### config.mk
export PLATFORM = sky130hd
export DESIGN_NAME = even_parity_frame_rx
export DESIGN_NICKNAME = d
export VERILOG_FILES = /design/src/rtl/even_parity_frame_rx.sv
export SDC_FILE = /design/constraint.sdc
export NUM_CORES = 1
export LEC_CHECK = 0
export CORE_MARGIN = 5
export CORE_UTILIZATION = 50
export DETAILED_ROUTE_END_ITERATION = 12
export PLACE_DENSITY = 0.82
export RECOVER_POWER = 25
export SLEW_MARGIN = 30
export SYNTH_ARGS = -nofsm -noshare
export SYNTH_HDL_FRONTEND = slang
export SYNTH_SLANG_ARGS = --single-unit
### constraint.sdc
create_clock -name clk -period 1.39 [get_ports clk]
set_input_delay 0.139 -clock clk [delete_from_list [all_inputs] [get_ports clk]]
set_output_delay 0.139 -clock clk [all_outputs]
set_load 0.01 [all_outputs]
### src/rtl/even_parity_frame_rx.sv
// -----------------------------------------------------------------------------
// even_parity_frame_rx
//
// Serial frame receiver feeding the even-parity checker stage. A bit-strobed
// stream of {start(0), DATA_W data bits LSB first, even-parity bit, stop(1)}
// is reassembled. The received word is then presented downstream on a
// valid/ready handshake, together with parity and framing error flags.
//
// Handshake: frame_valid rises the cycle after the stop bit is sampled. While
// frame_valid=1, data_out/parity_out/parity_err/frame_err/err_count hold
// steady. The frame is consumed on the rising clk edge where frame_valid and
// frame_ready are both 1. frame_valid never drops without that edge.
//
// Ports:
//   clk          in   rising-edge clock
//   rst          in   synchronous active-high reset
//   serial_in    in   serial bit value, sampled only when serial_valid=1
//   serial_valid in   bit strobe, one bit consumed per strobed clk edge
//   data_out     out  [DATA_W-1:0] received data word
//   parity_out   out  received parity bit
//   parity_err   out  ^{parity_out, data_out}; 1 = even-parity violation
//   frame_err    out  stop bit was sampled as 0
//   frame_valid  out  frame available downstream
//   frame_ready  in   downstream accepts the frame
//   err_count    out  [7:0] saturating count of frames with parity_err=1
//
// Build option:
//   PARITY_ERR_CNT_EN  defined   -> err_count counts bad-parity frames and
//                                   saturates at 255.
//                      undefined -> err_count is tied to 0 and no counter
//                                   logic is built.
//   The port list is the same in both builds.
// -----------------------------------------------------------------------------
module even_parity_frame_rx #(
    parameter int DATA_W = 8
) (
    input  logic              clk,
    input  logic              rst,
    input  logic              serial_in,
    input  logic              serial_valid,
    output logic [DATA_W-1:0] data_out,
    output logic              parity_out,
    output logic              parity_err,
    output logic              frame_err,
    output logic              frame_valid,
    input  logic              frame_ready,
    output logic [7:0]        err_count
);

    localparam int CNT_W = (DATA_W > 1) ? $clog2(DATA_W) : 1;
    localparam logic [CNT_W-1:0] LAST_BIT = CNT_W'(DATA_W - 1);

    typedef enum logic [2:0] {
        IDLE   = 3'd0,
        DATA   = 3'd1,
        PARITY = 3'd2,
        STOP   = 3'd3,
        HOLD   = 3'd4
    } state_t;

    state_t            state;
    state_t            state_next;
    logic [CNT_W-1:0]  bit_cnt;
    logic [DATA_W-1:0] shift_reg;
    logic              par_bit;

    // Datapath enables decoded by the FSM.
    logic              start_en;
    logic              shift_en;
    logic              par_en;
    logic              stop_en;

    // -------------------------------------------------------------------------
    // FSM: state register
    // -------------------------------------------------------------------------
    always_ff @(posedge clk) begin
        if (rst) begin
            state <= IDLE;
        end else begin
            state <= state_next;
        end
    end

    // -------------------------------------------------------------------------
    // FSM: next state and datapath enables
    // -------------------------------------------------------------------------
    always_comb begin
        state_next = state;
        start_en   = 1'b0;
        shift_en   = 1'b0;
        par_en     = 1'b0;
        stop_en    = 1'b0;

        case (state)
            IDLE: begin
                // A strobed 1 is line idle; only a strobed 0 starts a frame.
                if (serial_valid && !serial_in) begin
                    start_en   = 1'b1;
                    state_next = DATA;
                end
            end

            DATA: begin
                if (serial_valid) begin
                    shift_en = 1'b1;
                    if (bit_cnt == LAST_BIT) begin
                        state_next = PARITY;
                    end
                end
            end

            PARITY: begin
                if (serial_valid) begin
                    par_en     = 1'b1;
                    state_next = STOP;
                end
            end

            STOP: begin
                if (serial_valid) begin
                    stop_en    = 1'b1;
                    state_next = HOLD;
                end
            end

            HOLD: begin
                // Strobes are ignored here, including one that arrives in the
                // handshake cycle. The line must be re-armed from IDLE.
                if (frame_ready) begin
                    state_next = IDLE;
                end
            end

            default: begin
                state_next = IDLE;
            end
        endcase
    end

    // HOLD is the only state that presents a frame. Decoding it from the
    // registered state keeps frame_valid a clean register output.
    assign frame_valid = (state == HOLD);

    // -------------------------------------------------------------------------
    // Datapath: bit counter, shift register, captured parity, output registers
    // -------------------------------------------------------------------------
    always_ff @(posedge clk) begin
        if (rst) begin
            bit_cnt    <= '0;
            shift_reg  <= '0;
            par_bit    <= 1'b0;
            data_out   <= '0;
            parity_out <= 1'b0;
            frame_err  <= 1'b0;
        end else begin
            if (start_en) begin
                bit_cnt <= '0;
            end

            if (shift_en) begin
                // LSB first: bit k of the frame lands at index k.
                shift_reg[bit_cnt] <= serial_in;
                bit_cnt            <= bit_cnt + CNT_W'(1);
            end

            if (par_en) begin
                par_bit <= serial_in;
            end

            // The output registers load only on the stop strobe. They stay
            // frozen through HOLD and until the next frame completes.
            if (stop_en) begin
                data_out   <= shift_reg;
                parity_out <= par_bit;
                frame_err  <= ~serial_in;
            end
        end
    end

    // Derived from the registered outputs only, so it is exactly what the
    // downstream checker computes on {parity_out, data_out}.
    assign parity_err = ^{parity_out, data_out};

    // -------------------------------------------------------------------------
    // Bad-parity frame counter
    // -------------------------------------------------------------------------
`ifdef PARITY_ERR_CNT_EN
    // Parity of the frame being latched on this edge. It is looked at only
    // when stop_en=1, which is the edge that enters HOLD.
    logic frame_bad;
    assign frame_bad = ^{par_bit, shift_reg};

    always_ff @(posedge clk) begin
        if (rst) begin
            err_count <= 8'h00;
        end else if (stop_en && frame_bad && (err_count != 8'hFF)) begin
            err_count <= err_count + 8'h01;
        end
    end
`else
    assign err_count = 8'h00;
`endif

endmodule

==> qor.yml <==
cts_root_buf: "sky130_fd_sc_hd__clkbuf_4"
critical_path_class: "flop to output port"
status: "complete, but fails checks"
max-clock-path-buffers: 2
final.setup_skew_ns: 0.003917
cellLeakagePower_nw: 0.6406
port_buffers: 16
netSwitchingPower_mw: 0.2577
synth-seq-area-share: 0.3937
areaGrowthSynthToFinish_pct: 22.15
drv_slew: 0
timing.critical_path.buf_inv: 1
die_area_mm2: 0.003651
grt_setup_unrepaired: "yes"
pin_count_of_the_biggest_net_entering_global_routing: 16
violations_in_the_final_reports: "negative setup slack"
dominant_delay_contributor_by_cell_family_on_the_critical_path: "XOR/XNOR gates"
drt-total-wl_mm: 2.680
via_count: 1121
clock_sink_count: 25
layout_worst_path_cycle_share: 1.180
period_minus_slack_ns: 1.641
drt_iter0_drc: 44
fmax_mhz: 609.5
largest_fanout_of_any_net_on_the_critical_path: 2
grt.overflow.total: 0
hold_ws_ns: 0.4445
final_net_count: 185
synth.most_common_cell: "sky130_fd_sc_hd__dfxtp_1"
synth_common_cells: "sky130_fd_sc_hd__dfxtp_1 (25), sky130_fd_sc_hd__a21oi_1 (23), sky130_fd_sc_hd__nand2_1 (22)"
crit_path_start: "data_out[1]"
antenna_found_initial: 0
pwr-share-comb: 0.076
power_density_mw_per_mm2: 724.7
swShare: 0.2290
synthesis.area_per_instance_um2: 8.589
worstReg2RegStart: "state[2]"
timing.hold.worst.class: "primary input to flop"
hp-start: "frame_ready"
number_of_cells_in_the_finished_layout_apart_from_fillers: 207
async_flop_share: 0
via_count_of_the_first_global_routing_pass: 1000
routabilityCongestion: 0.7732
p_int_mw: 0.8676
dp_hpwl_mm: 2.001
flop_and_latch_count_out_of_synthesis: 25
endpoint_kind: "output port"
drt.antenna.violating_nets: 0
start_util: 0.5178
design.core.area_mm2: 0.002455
setup_ws_ns: -0.2507
detail_route.drc_violations: 0
cpMaxStageDelayCell: "sky130_fd_sc_hd__xnor3_1"
globalRouteTotalUtil: 0.1520
max_stage_delay_ns: 0.42
synth_edf_count: 0
ir_worst_vdd_v: 0.0007341
power.share.clock: 0.279
cts.htree.levels: 1
clock_latency_ns: 0.31
post_synth_main_area_contributors: "sky130_fd_sc_hd__dfxtp_1 (39%), sky130_fd_sc_hd__a21oi_1 (9.1%), sky130_fd_sc_hd__buf_4 (7.1%)"
fraction_of_final_layout_cells_sized_beyond_drive_strength_1: 0.1921
total_power_mw: 1.125
rows: 18
worstPathCellList: "xnor2_1, xnor3_1, xnor2_1, buf_2"
dp.cells: 203
seq_power_share: 0.645
drt-wirelength-per-cell_um: 12.95
die_w_um: 60.42
clkTransAtPathRegs_ns: 0.12
grt_pass1_wl_mm: 4.229
hold_viol_final: 0
synth_ff_type: "sky130_fd_sc_hd__dfxtp_1"
tritoncts.num_buffers: 3
worst-r2r-setup-slack_ns: 0.06
worstPathArrival_ns: 1.50
post_synth_top_area_cell: "sky130_fd_sc_hd__dfxtp_1"
synth_cells: 148
tritoncts: "yes"
netlist_area_mm2: 0.001271
top_level_ports: 25
yosys_warnings: 0
timing.final.setup_violations: 2
floorplan.die.height_um: 60.42
firstDrtPassIters: 5
critical-path-top-cell-by-count: "sky130_fd_sc_hd__xnor2_1"
worstPathRequired_ns: 1.25
detail_route.vias_per_cell: 5.415
synth_top_area_share: 0.3937
synth.distinct_cells: 33
max-cap-violations: 0
worstSetupStartpointType: "flop"
insertedDiodeCount: 0
==> tightest hold or removal path: cells and delay by family <==
family / cells / cell delay (ns)
buffers and inverters: 1 / 0.44
AND/OR/NAND/NOR: 1 / 0.09
AO/OA/AOI/OAI: 1 / 0.06
==> area by class of cell <==
class	instances	area [µm²]
Clock buffer	4	26.28
Fill cell	228	902.1
Multi-Input combinational cell	111	684.4
Sequential cell	25	508.0
Tap cell	30	37.54
Timing Repair Buffer	37	296.5
==> per-stage QoR <==
| step | setup WS (ns) | utilization | TNS, ns | cell area, µm² |
|---|---|---|---|---|
| global route | -0.3801 | 0.6325 | -0.7987 | 1553 |
| finish | -0.2507 | 0.6325 | -0.3784 | 1553 |
| CTS | -0.3099 | 0.6325 | -0.4590 | 1553 |
| global placement | -0.3097 | 0.6223 | -0.3567 | 1528 |
| floorplan | 0.06743 | - | 0 | 1297 |
| detailed placement | -0.3530 | 0.6223 | -0.4585 | 1528 |
==> path summary, 6_finish.rpt <==
path | to | cells after the start
min | state[2] | 3
max reg2reg | bit_cnt[1] | 4
max | parity_err | 4
min reg2reg | data_out[3] | 2
==> layer usage <==
metal,wire length (µm),global-route usage
met1,1043,0.1749
met2,1451,0.2840
met3,153,0.02766
met4,31,0.04644
met5,0,0
==> power groups by stage <==
stage | Sequential (mW) | Combinational [mW] | Clock, mW
floorplan | 0.741 | 0.0703 | 0
global placement | 0.741 | 0.0802 | 0
detailed placement | 0.742 | 0.0829 | 0
CTS | 0.726 | 0.0835 | 0.323
global route | 0.728 | 0.0930 | 0.358
finish | 0.726 | 0.0856 | 0.314
==> what timing repair did <==
action | 4_1_cts | 5_1_grt
setup endpoints to repair | 11 | 4
pin swaps | 3 | 1
resized for setup | 20 | 2
setup buffers | 0 | 0
hold buffers | 0 | 0
==> cell usage in the layout, fill, tap and decap left out, drive strengths merged, types with 2 or more instances in the layout <==
master          n
or3b            2
nand3           2
nand4           4
ha              2
and4bb          3
nand2          22
and4b           3
nor2            6
o31ai           2
o21ai           8
nor3            2
nand2b          4
clkbuf          6
dlygate4sd2     9
xnor2           5
a21oi          23
nand4b          4
nor2b           2
conb            8
dfxtp          25
clkdlybuf4s50   5
buf            20
==> cells by family (layout without fill, tap and decap cells) <==
family / Yosys count / count (layout) / share of synthesized area
mux: 1 / 1 / 0.007874
xor+xnor: 7 / 7 / 0.06496
other cells: 1 / 8 / 0.002950
simple gates: 59 / 59 / 0.2726
buf+inv: 19 / 41 / 0.09843
fa+ha+maj: 2 / 2 / 0.01968
compound gates: 34 / 34 / 0.1398
flops: 25 / 25 / 0.3937
Power figures use the tool's default switching activity.
